File: src/rtl/alarm_clock_pkg.sv
// Shared types, digit limits and legality check for the alarm-clock time registers.
package alarm_clock_pkg;

   typedef logic [3:0] digit_t;

   localparam digit_t MAX_MS_HR      = 4'd2;
   localparam digit_t MAX_LS_HR_AT_2 = 4'd3;
   localparam digit_t MAX_MS_MIN     = 4'd5;
   localparam digit_t MAX_BCD        = 4'd9;

   // Four-digit BCD time, most significant digit first.
   typedef struct packed {
      digit_t ms_hr;
      digit_t ls_hr;
      digit_t ms_min;
      digit_t ls_min;
   } bcd_time_t;

   // True when the four digits form a legal 24-hour HH:MM time.
   function automatic logic bcd_time_legal(input digit_t ms_hr,
                                           input digit_t ls_hr,
                                           input digit_t ms_min,
                                           input digit_t ls_min);
      logic hr_ok;
      begin
         hr_ok = ((ms_hr < MAX_MS_HR) && (ls_hr <= MAX_BCD)) ||
                 ((ms_hr == MAX_MS_HR) && (ls_hr <= MAX_LS_HR_AT_2));
         return hr_ok && (ms_min <= MAX_MS_MIN) && (ls_min <= MAX_BCD);
      end
   endfunction

endpackage

File: src/rtl/bcd_digit_counter.sv
// One BCD digit: synchronous clear to its reset value, parallel load, and
// increment that wraps to 0 at MAX (or early when force_wrap is set).
module bcd_digit_counter
   import alarm_clock_pkg::*;
#(
   parameter digit_t MAX       = MAX_BCD,
   parameter digit_t RESET_VAL = 4'd0
) (
   input  logic   clock,
   input  logic   clear,
   input  logic   load,
   input  digit_t load_val,
   input  logic   inc,
   input  logic   force_wrap,
   output digit_t value,
   output logic   carry_c
);

   digit_t value_d, value_q;
   logic   at_limit_c;

   // Next digit value and carry-out; clear beats load beats increment.
   always_comb begin
      value_d    = value_q;
      carry_c    = 1'b0;
      at_limit_c = (value_q >= MAX) || force_wrap;
      if (clear) begin
         value_d = RESET_VAL;
      end else if (load) begin
         value_d = load_val;
      end else if (inc) begin
         if (at_limit_c) begin
            value_d = 4'd0;
            carry_c = 1'b1;
         end else begin
            value_d = digit_t'(value_q + 4'd1);
         end
      end
   end

   // Digit register.
   always_ff @(posedge clock) begin
      value_q <= value_d;
   end

   assign value = value_q;

endmodule

File: src/rtl/time_counter.sv
// Current-time register: 24-hour BCD HH:MM advanced by one_minute, loadable
// from the controller, with load/wrap status pulses and a blinking colon.
module time_counter
   import alarm_clock_pkg::*;
#(
   parameter logic        COLON_INIT  = 1'b1,
   parameter logic [15:0] RESET_HH_MM = 16'h0000
) (
   input  logic   clock,
   input  logic   reset,
   input  logic   one_minute,
   input  logic   one_second,
   input  logic   load_new_c,
   input  digit_t new_current_time_ms_hr,
   input  digit_t new_current_time_ls_hr,
   input  digit_t new_current_time_ms_min,
   input  digit_t new_current_time_ls_min,
   output digit_t current_time_ms_hr,
   output digit_t current_time_ls_hr,
   output digit_t current_time_ms_min,
   output digit_t current_time_ls_min,
   output logic   load_ack,
   output logic   load_err,
   output logic   day_wrap,
   output logic   colon
);

   bcd_time_t new_time_c;
   bcd_time_t cur_time_c;
   logic      load_legal_c;
   logic      digit_load_c;
   logic      advance_c;
   logic      hour_wrap_c;
   logic      ls_min_carry_c, ms_min_carry_c, ls_hr_carry_c, ms_hr_carry_c;

   logic load_ack_d, load_ack_q;
   logic load_err_d, load_err_q;
   logic day_wrap_d, day_wrap_q;
   logic colon_d,    colon_q;

   // Load qualification and minute advance; a load always swallows one_minute.
   always_comb begin
      new_time_c   = '{ms_hr:  new_current_time_ms_hr,
                       ls_hr:  new_current_time_ls_hr,
                       ms_min: new_current_time_ms_min,
                       ls_min: new_current_time_ls_min};
      load_legal_c = bcd_time_legal(new_time_c.ms_hr, new_time_c.ls_hr,
                                    new_time_c.ms_min, new_time_c.ls_min);
      digit_load_c = load_new_c && load_legal_c && !reset;
      advance_c    = one_minute && !load_new_c && !reset;
      hour_wrap_c  = (cur_time_c.ms_hr == MAX_MS_HR) &&
                     (cur_time_c.ls_hr == MAX_LS_HR_AT_2);
   end

   bcd_digit_counter #(
      .MAX       (MAX_BCD),
      .RESET_VAL (digit_t'(RESET_HH_MM[3:0]))
   ) u_ls_min (
      .clock      (clock),
      .clear      (reset),
      .load       (digit_load_c),
      .load_val   (new_time_c.ls_min),
      .inc        (advance_c),
      .force_wrap (1'b0),
      .value      (cur_time_c.ls_min),
      .carry_c    (ls_min_carry_c)
   );

   bcd_digit_counter #(
      .MAX       (MAX_MS_MIN),
      .RESET_VAL (digit_t'(RESET_HH_MM[7:4]))
   ) u_ms_min (
      .clock      (clock),
      .clear      (reset),
      .load       (digit_load_c),
      .load_val   (new_time_c.ms_min),
      .inc        (ls_min_carry_c),
      .force_wrap (1'b0),
      .value      (cur_time_c.ms_min),
      .carry_c    (ms_min_carry_c)
   );

   // Hour units wrap at 9 normally, but at 3 when the tens digit is 2.
   bcd_digit_counter #(
      .MAX       (MAX_BCD),
      .RESET_VAL (digit_t'(RESET_HH_MM[11:8]))
   ) u_ls_hr (
      .clock      (clock),
      .clear      (reset),
      .load       (digit_load_c),
      .load_val   (new_time_c.ls_hr),
      .inc        (ms_min_carry_c),
      .force_wrap (hour_wrap_c),
      .value      (cur_time_c.ls_hr),
      .carry_c    (ls_hr_carry_c)
   );

   // Hour tens only carries out on the 23:59 -> 00:00 advance.
   bcd_digit_counter #(
      .MAX       (MAX_MS_HR),
      .RESET_VAL (digit_t'(RESET_HH_MM[15:12]))
   ) u_ms_hr (
      .clock      (clock),
      .clear      (reset),
      .load       (digit_load_c),
      .load_val   (new_time_c.ms_hr),
      .inc        (ls_hr_carry_c),
      .force_wrap (1'b0),
      .value      (cur_time_c.ms_hr),
      .carry_c    (ms_hr_carry_c)
   );

   // Status pulses and colon toggle for the next cycle.
   always_comb begin
      load_ack_d = 1'b0;
      load_err_d = 1'b0;
      day_wrap_d = 1'b0;
      colon_d    = colon_q;
      if (one_second) begin
         colon_d = ~colon_q;
      end
      if (load_new_c) begin
         load_ack_d = load_legal_c;
         load_err_d = !load_legal_c;
      end
      day_wrap_d = ms_hr_carry_c;
   end

   // Status and colon registers.
   always_ff @(posedge clock) begin
      if (reset) begin
         load_ack_q <= 1'b0;
         load_err_q <= 1'b0;
         day_wrap_q <= 1'b0;
         colon_q    <= COLON_INIT;
      end else begin
         load_ack_q <= load_ack_d;
         load_err_q <= load_err_d;
         day_wrap_q <= day_wrap_d;
         colon_q    <= colon_d;
      end
   end

   assign current_time_ms_hr  = cur_time_c.ms_hr;
   assign current_time_ls_hr  = cur_time_c.ls_hr;
   assign current_time_ms_min = cur_time_c.ms_min;
   assign current_time_ls_min = cur_time_c.ls_min;
   assign load_ack            = load_ack_q;
   assign load_err            = load_err_q;
   assign day_wrap            = day_wrap_q;
   assign colon               = colon_q;

endmodule

File: config.mk
export PLATFORM = sky130hd
export DESIGN_NAME = time_counter
export DESIGN_NICKNAME = d
export VERILOG_FILES = /design/src/rtl/alarm_clock_pkg.sv /design/src/rtl/bcd_digit_counter.sv /design/src/rtl/time_counter.sv
export SDC_FILE = /design/constraint.sdc
export NUM_CORES = 1
export LEC_CHECK = 0
export ABC_AREA = 1
export CAP_MARGIN = 20
export CORE_MARGIN = 2
export CORE_UTILIZATION = 43
export CTS_CLUSTER_DIAMETER = 80
export DETAILED_ROUTE_END_ITERATION = 10
export PLACE_DENSITY = 0.81
export SKIP_CTS_REPAIR_TIMING = 1
export SKIP_LAST_GASP = 1
export SYNTH_ARGS = -nofsm -noshare
export SYNTH_HDL_FRONTEND = slang
export SYNTH_SLANG_ARGS = --single-unit
File: constraint.sdc
create_clock -name clock -period 1.5 [get_ports clock]
set_clock_uncertainty 0.2 [all_clocks]
set_input_delay 0.3 -clock clock [delete_from_list [all_inputs] [get_ports clock]]
set_output_delay 0.3 -clock clock [all_outputs]
set_load 0.005 [all_outputs]
Yosys cells after proc, flatten, opt, wreduce, memory -nomap -nowiden
Cells that the tools add are included.
Word-level totals
  register bits: 20
  bits of input ports: 21
  output and inout port bits: 20
  word-level logic and storage cells: 72
Operators by class
  add/sub/neg operators: 4
  $lt $le $gt $ge: 9
  equality and inequality tests: 3
  muxes and demuxes: 25
  bitwise gates (word level): 3
  reduce and logical (&&, ||, !) cells: 20
Operator list (count)
  4-bit 2-to-1 mux: 12
  4-bit by 1-bit adder with 4-bit output, second input constant: 4
  1-bit 2-to-1 mux: 13
  4-bit by 2-bit equality test with 1-bit output, second input constant: 3
  1-bit logical AND: 9
  4-bit >= comparator, second input constant: 2
  4-bit less-or-equal comparator, second input constant: 2
  2-bit nonzero test: 4
  4-bit by 2-bit >= comparator with 1-bit output, second input constant: 1
  4-bit by 3-bit >= comparator with 1-bit output, second input constant: 1
  4-bit by 2-bit less-or-equal comparator with 1-bit output, second input constant: 1
  4-bit by 3-bit less-or-equal comparator with 1-bit output, second input constant: 1
  4-bit by 2-bit < comparator with 1-bit output, second input constant: 1
  1-bit logical NOT: 3
  1-bit inverter: 3
  3-bit OR reduction: 1
  1-bit logical OR: 2
  2-bit OR reduction: 1

Depth between registers and ports, before layout
Gate-level depths: netlist of the first run.
  depth in word-level cells: 17
  gate-level depth with buffers: 12
  depth with buffers taken out: 12

Modules after synthesis
Synthesis of the first run repeated with hierarchy kept, for this count alone.
Second synthesis, totals
  cells, all modules: 184
  area, all modules: 1300.0 µm²
By module, submodules not included
  bcd_digit_counter (u_ls_hr ...): instances 2, cells an instance 38, area each 285.3 µm², sequential area each 80.1 µm²
  bcd_digit_counter (u_ms_min): instances 1, cells an instance 41, area each 279.0 µm², sequential area each 80.1 µm²
  bcd_digit_counter (u_ms_hr): instances 1, cells an instance 34, area each 242.7 µm², sequential area each 80.1 µm²
  time_counter: instances 1, cells an instance 33, area each 207.7 µm², sequential area each 80.1 µm²

Worst setup path after synthesis of the first run
Ideal clock, no wire load.
  path kind: register -> register
  start: register u_ls_min.value_q[0], in the netlist u_ls_min.value[0]
  end: register u_ms_hr.value_q[1], in the netlist u_ms_hr.value[1]
  setup time: 0.115 ns
  data arrival time: 1.302 ns
  required time: 1.185 ns
  path slack: -0.117 ns
  stages on the path, launching flop included: 11
  path buffers: 0
  period minus slack after synthesis: 1.617 ns
  cells stage by stage: dfxtp_1 inv_1 ha_1 nand3_1 nand2_1 nor2_4 nand3_2 nand2_2 inv_2 nor2_1 nor2_1
On the way
  cells in the longest elaborated chain, start to end: 12
Ends and longest elaborated chain
  start, declared: line bcd_digit_counter.sv:19  | digit_t value_d, value_q;
  start signal, assigned: line bcd_digit_counter.sv:43  | value_q <= value_d;
  4-bit >= comparator: line bcd_digit_counter.sv:26  | at_limit_c = (value_q >= MAX) || force_wrap;
  1-bit 2-to-1 mux: line bcd_digit_counter.sv:32  | if (at_limit_c) begin
  1-bit 2-to-1 mux: line bcd_digit_counter.sv:31  | end else if (inc) begin
  1-bit 2-to-1 mux: line bcd_digit_counter.sv:29  | end else if (load) begin
  1-bit 2-to-1 mux: line bcd_digit_counter.sv:27  | if (clear) begin
  1-bit 2-to-1 mux: line bcd_digit_counter.sv:31
  1-bit 2-to-1 mux: line bcd_digit_counter.sv:29
  1-bit 2-to-1 mux: line bcd_digit_counter.sv:27
  1-bit 2-to-1 mux: line bcd_digit_counter.sv:31
  1-bit 2-to-1 mux: line bcd_digit_counter.sv:29
  1-bit 2-to-1 mux: line bcd_digit_counter.sv:27
  2-bit nonzero test (no line)
  end signal, assigned: line bcd_digit_counter.sv:43
  end, declared: line bcd_digit_counter.sv:19
Every way passes these cells.
A chain may end at the register's enable or synchronous reset.

Worst setup path in the final report of the first run
  start: register u_ls_min.value_q[0], in the netlist u_ls_min.value[0]
  end: register u_ls_min.value_q[2], in the netlist u_ls_min.value[2]
On the way
  cells in the longest elaborated chain, start to end: 4
  elaborated cells on any way between the ends: 5
  those cells by class: 1 x add/sub; 1 x order compare; 3 x mux
Ends and longest elaborated chain (line)
  4-bit by 1-bit adder with 4-bit output / 4-bit >= comparator (equally long branches): bcd_digit_counter.sv:36, bcd_digit_counter.sv:26
  4-bit 2-to-1 mux (*): bcd_digit_counter.sv:32
  4-bit 2-to-1 mux (*): bcd_digit_counter.sv:31
  4-bit 2-to-1 mux (*): bcd_digit_counter.sv:29
Mark *: on every way between the ends. The rest lies on a longest branch, timed or not. The select of a mux whose other input is x is not followed.

==> impl_metrics.json, run 1 <==
{
  "r2r-start": "u_ls_min.value[0]$_SDFFE_PP0P_",
  "required_ns": 1.55,
  "startpoint": "u_ls_min.value[0]$_SDFFE_PP0P_",
  "grt_max_degree": 13,
  "grt_use_total": 0.218,
  "place_inst": 322,
  "cp-end-kind": "flip-flop",
  "synth_cell_types": 26,
  "grt_pass1_vias": 1421,
  "fin_crit_sh": 1.16,
  "nets": 333,
  "yosysTopAreaCell": "dfxtp_1",
  "seq_area_frac_synth": 0.282,
  "layout_setup_ws_ns": -0.245,
  "synth-edff-count": 0,
  "syn_to_final_growth_pct": 84.8,
  "seqPwrFrac": 0.452,
  "io_pins": 41,
  "setup_viol": 18,
  "vias_per_cell": 5.22,
  "violations": "setup timing",
  "synthCells": 211,
  "dp_hpwl_um": 2950,
  "r2r_cells": 10,
  "die_h_um": 61.5,
  "min_period_ns": 1.74,
  "synth_flop_cell": "dfxtp_1",
  "drive_gt1_frac": 0.443,
  "grt_pass1_wl_um": 6110,
  "stdcell_count": 344,
  "vdd_drop_max_uv": 293,
  "cts.sinks": 20,
  "wirelength_um": 5190,
  "relSlewSlack": 0.835,
  "die_w_um": 61.5,
  "drt_iter0_markers": 95,
  "initial_core_util": 0.458,
  "synth_top_cell_area_share": 0.282,
  "core_mm2": 0.00310,
  "p_sw_mw": 0.330,
  "layout.area.seq_um2": 434,
  "hp-class": "in2reg",
  "syn_nets": 243,
  "ys_ff_latch": 20,
  "cp-start-kind": "flip-flop",
  "numPortBuffers": 40,
  "synth_area_mm2": 0.00142,
  "crit_fanout": 3,
  "cts_root_buffer": "clkbuf_4",
  "multi_input_area_mm2": 0.00106,
  "run_status": "finished with violations",
  "path_class": "reg2reg",
  "gp_congestion": 0.858,
  "power.internal_mw": 0.862,
  "cts.clk_slew.worst_paths_ns": 0.14,
  "crit_arrival_ns": 1.79,
  "power_frac_comb": 0.199,
  "tightest_slew_ns": 0.247,
  "grt_overflow": 0,
  "synth.top_cells.by_count": "nor2_1 (43), nand2_1 (37), inv_1 (27)",
  "drc": 0,
  "fmax_mhz": 573,
  "htree_levels": 1,
  "rsz0062_at_grt": "yes",
  "critPathCapture": "u_ls_min.value[2]$_SDFFE_PP0P_",
  "num_rows": 20,
  "drv_slew": 0,
  "async_reset_ff_frac": 0,
  "cts_buffers": 3,
  "hold_viol": 0,
  "wl_per_cell_um": 15.1,
  "fillCellCount": 177,
  "ant_nets": 0,
  "vias": 1794,
  "cts.path.max_buffers": 2,
  "r2r_slack_ns": -0.24,
  "p_leak_nw": 1.65,
  "syn_area_per_cell_um2": 6.73,
  "die_area_mm2": 0.00378,
  "cts_tree": "built",
  "power_density_mw_per_mm2": 454,
  "r2r-end": "u_ls_min.value[2]$_SDFFE_PP0P_",
  "cap_violations": 0,
  "insertion_delay_ns": 0.32,
  "firstDrtPassIters": 4,
  "diodes": 0,
  "synth_most_common_cell": "nor2_1",
  "antenna_found_initial": 0,
  "clkPwrFrac": 0.349,
  "ys_top_cells_by_area": "dfxtp_1 (28%), nor2_1 (11%), nand2_1 (9.8%)",
  "swShare": 0.277,
  "yosysWarnings": 0,
  "worst_hold_slack_ns": 0.148
}
## metrics by stage
step	setup TNS (ns)	setup WS (ns)	power, mW	instance area (um2)	util
3_5_place_dp	-8.25	-0.549	0.753	2120	0.683
5_1_grt	-4.24	-0.345	1.22	2620	0.846
6_report	-2.99	-0.245	1.19	2620	0.846
3_3_place_gp	-7.99	-0.493	0.749	2120	0.683
2_1_floorplan	-0.00450	-0.00450	0.638	1460	-
4_1_cts	-7.40	-0.356	1.15	2170	0.699
## flip-flops by register name (all words and copies together) (netlist names)
| register | count |
|---|---|
| u_ls_hr.value | 4 |
| u_ls_min.value | 4 |
| u_ms_hr.value | 4 |
| u_ms_min.value | 4 |
| colon | 1 |
| day_wrap | 1 |
| load_ack | 1 |
| load_err | 1 |
## layer usage
layer  track usage  up-vias  routed length [um]  share of wire
met5             0        -                   0              0
met4        0.0851        0                 135          0.026
met3        0.0378       15                 352          0.068
met2         0.368       85                2540           0.49
met1         0.277      852                2160           0.42
li1              -      842                   -              -
## worst min-delay path by stage
| stage | end | cells after the start | slack (ns) | start |
|---|---|---|---|---|
| after floorplan | colon$_SDFFE_PP1P_ | 2 | 0.21 | one_second |
| after global placement | u_ms_hr.value[3]$_SDFFE_PP0P_ | 2 | 0.24 | u_ms_hr.value[3]$_SDFFE_PP0P_ |
| after detailed placement | u_ms_hr.value[3]$_SDFFE_PP0P_ | 2 | 0.25 | u_ms_hr.value[3]$_SDFFE_PP0P_ |
| after CTS | u_ms_hr.value[3]$_SDFFE_PP0P_ | 2 | 0.28 | u_ms_hr.value[3]$_SDFFE_PP0P_ |
| after global routing | u_ms_hr.value[0]$_SDFFE_PP0P_ | 5 | 0.20 | new_current_time_ms_hr[0] |
| final | u_ms_hr.value[0]$_SDFFE_PP0P_ | 5 | 0.15 | new_current_time_ms_hr[0] |
## layout by cell type (no fill, tap or decap), types with 5 or more instances in the layout
master           count
nor2_4               6
dfxtp_4              5
buf_4               40
ha_1                 7
inv_2               14
nand2_1             28
clkdlybuf4s50_1      5
dfxtp_2             12
inv_1               17
nor2_2               6
dlymetal6s2s_1      35
nor2_1              35
nand3_2              7
nand3_1             11
buf_6                7
o21ai_1              8
nand2_2              8
## cell type report
type	instances	area share
Tap cell	44	0.0210
Sequential cell	20	0.165
Multi-Input combinational cell	153	0.403
Timing Repair Buffer	89	0.340
Clock buffer	4	0.0181
Inverter	34	0.0525
## power groups by stage
stage / clock network, mW / logic, mW / registers [mW]
2_1_floorplan: 0 / 0.0776 / 0.560
4_1_cts: 0.405 / 0.196 / 0.546
3_3_place_gp: 0 / 0.191 / 0.558
6_report: 0.416 / 0.237 / 0.539
5_1_grt: 0.428 / 0.253 / 0.541
3_5_place_dp: 0 / 0.194 / 0.558
## cells by family after synthesis
group	count (synthesis)	share of synthesized area
AOI/OAI and AO/OA	19	0.0705
DFF	20	0.282
and+or+nand+nor	118	0.403
buffers and inverters	38	0.117
adders and majority gates	11	0.0969
xor gates and xnor gates	5	0.0308
## worst max-delay path, stage by stage, from the launching register on
cell and delay, ns:
dfxtp_4 0.38, buf_6 0.12, inv_4 0.05, ha_4 0.14
inv_2 0.04, o21ai_2 0.13, nand2_2 0.10, buf_4 0.14
nor3_2 0.12, nor2_1 0.07, a21oi_1 0.18
No activity file was read; power rests on OpenSTA's default activity.
==> run 2: changes to the inputs <==
--- a/config.mk
+++ b/config.mk
@@ -7,7 +7,7 @@
 export LEC_CHECK = 0
 export ABC_AREA = 1
 export CAP_MARGIN = 20
-export CORE_MARGIN = 2
+export CORE_MARGIN = 8
 export CORE_UTILIZATION = 43
 export CTS_CLUSTER_DIAMETER = 80
 export DETAILED_ROUTE_END_ITERATION = 10
==> run 2 against run 1 <==
Compared with the run above: die area increased by 43%; critical path type unchanged; sequential power about the same; the flow still finishes with violations (setup timing); hold slack got worse by 0.012 ns; cell area increased by 0.81%; flip-flop and latch count unchanged; count of clock-buffer cells in the layout unchanged; wire length increased by 8.2%; power decreased by 1.3%; largest cell class unchanged; worst setup slack improved by 0.051 ns.
==> impl_metrics.json, run 2 (synthesis results as in run 1) <==
{
  "grt_max_degree": 13,
  "cp.depth": 11,
  "rsz0062_at_grt": "yes",
  "run_status": "finished with violations",
  "drive_gt1_frac": 0.495,
  "cts_root_buffer": "clkbuf_4",
  "worst-path-buf-inv": 3,
  "power_frac_comb": 0.199,
  "clkPwrFrac": 0.345,
  "worst_hold_slack_ns": 0.136,
  "dp_hpwl_um": 3310,
  "vdd_drop_max_uv": 394,
  "insertion_delay_ns": 0.33,
  "cpPeakStageDelay_ns": 0.39,
  "swShare": 0.273,
  "vias": 1763,
  "p_sw_mw": 0.321,
  "cap_violations": 0,
  "drc": 0,
  "ant_nets": 0,
  "grt_use_total": 0.160,
  "hp-class": "in2reg",
  "grt_overflow": 0,
  "wl_per_cell_um": 16.3,
  "die_area_mm2": 0.00540,
  "grt_pass1_wl_um": 6870,
  "cp-start-kind": "flip-flop",
  "path_class": "reg2reg",
  "most-common-layout-cells": "buf_4 (38), nor2_1 (35), dlymetal6s2s_1 (33)",
  "finalPower_mw": 1.18,
  "power_density_mw_per_mm2": 445,
  "core_mm2": 0.00326,
  "cts.path.max_buffers": 2,
  "seqPwrFrac": 0.456,
  "cts.clk_slew.worst_paths_ns": 0.13,
  "cp_top_family": "simple AND/OR/NAND/NOR gates",
  "tightest_slew_ns": 0.338,
  "crit_arrival_ns": 1.73,
  "cts.sinks": 20,
  "relSlewSlack": 0.775,
  "io_pins": 41,
  "layout_setup_ws_ns": -0.194,
  "drv_slew": 0,
  "critPathSlowestCell": "dfxtp_4",
  "wirelength_um": 5620,
  "setup_viol": 18,
  "violations": "setup timing",
  "gp_congestion": 0.881,
  "r2r_cells": 11,
  "cts_buffers": 3,
  "numPortBuffers": 40,
  "initial_core_util": 0.436,
  "grt_pass1_vias": 1566,
  "min_path_cells": 2,
  "vias_per_cell": 5.13,
  "htree_levels": 1,
  "cp-end-kind": "flip-flop",
  "cp_cell_sequence": "buf_6 > ha_4 > inv_2 > nand3_2 > nand2_2 > nor2_4 > nand3_4 > nand2_4 > inv_2 > nor2_1 > nor2_1",
  "min_period_ns": 1.69,
  "drt_iter0_markers": 156,
  "required_ns": 1.53,
  "crit_fanout": 4,
  "cts_tree": "built",
  "num_rows": 21,
  "p_leak_nw": 1.60,
  "hold_viol": 0,
  "place_inst": 323,
  "stdcell_count": 344,
  "die_w_um": 73.5,
  "antenna_found_initial": 1,
  "nets": 330,
  "power.internal_mw": 0.856,
  "final_common_cell": "buf_4",
  "syn_to_final_growth_pct": 86.3,
  "fmax_mhz": 590,
  "fin_crit_sh": 1.13,
  "die_h_um": 73.5,
  "firstDrtPassIters": 4
}
-- run 2: per-layer routing --
layer  up-vias  wire [um]  track usage
met5         -          0            0
met4         0        206       0.0665
met3        14        388       0.0355
met2        81       2800        0.281
met1       831       2220        0.181
li1        837          -            -
-- run 2: path summary, 6_finish.rpt --
path                                                startpoint                              to  slack (ns)
worst min-delay path                                     reset  u_ms_min.value[3]$_SDFFE_PP0P_        0.14
worst max register to register  u_ls_min.value[0]$_SDFFE_PP0P_   u_ms_hr.value[1]$_SDFFE_PP0P_       -0.19
worst min register to register   u_ms_hr.value[3]$_SDFFE_PP0P_   u_ms_hr.value[3]$_SDFFE_PP0P_        0.26
worst max-delay path            u_ls_min.value[0]$_SDFFE_PP0P_   u_ms_hr.value[1]$_SDFFE_PP0P_       -0.19
-- run 2: power by group through the flow --
stage | clock, mW | sequential, mW | combinational [mW]
after CTS | 0.408 | 0.546 | 0.200
after floorplan | 0 | 0.560 | 0.0776
after global placement | 0 | 0.558 | 0.195
after detailed placement | 0 | 0.558 | 0.198
after global routing | 0.432 | 0.537 | 0.251
final | 0.406 | 0.536 | 0.234
-- run 2: through the flow --
step	util	area (um2)	setup TNS, ns	setup WS [ns]
floorplan	-	1460	-0.00450	-0.00450
CTS	0.660	2150	-7.63	-0.345
global placement	0.646	2100	-7.92	-0.499
global route	0.812	2650	-3.22	-0.286
finish	0.812	2650	-1.99	-0.194
detailed placement	0.646	2100	-8.55	-0.523
-- run 2: area by class of cell --
cell class / count / area (um2)
repair buffers: 86 / 866
multi-input cells: 153 / 1090
inverters: 34 / 143
well taps: 46 / 57.6
clock buffers: 4 / 47.5
flip-flops and latches: 20 / 440
diodes: 1 / 2.50
fillers: 217 / 613
==> run 3: changes to the inputs <==
--- a/config.mk
+++ b/config.mk
@@ -9,7 +9,7 @@
 export CAP_MARGIN = 20
 export CORE_MARGIN = 8
 export CORE_UTILIZATION = 43
-export CTS_CLUSTER_DIAMETER = 80
+export CTS_CLUSTER_DIAMETER = 60
 export DETAILED_ROUTE_END_ITERATION = 10
 export PLACE_DENSITY = 0.81
 export SKIP_CTS_REPAIR_TIMING = 1
==> results of run 3 <==
Same layout as run 2: the final DEF is identical, and so are final timing and power.
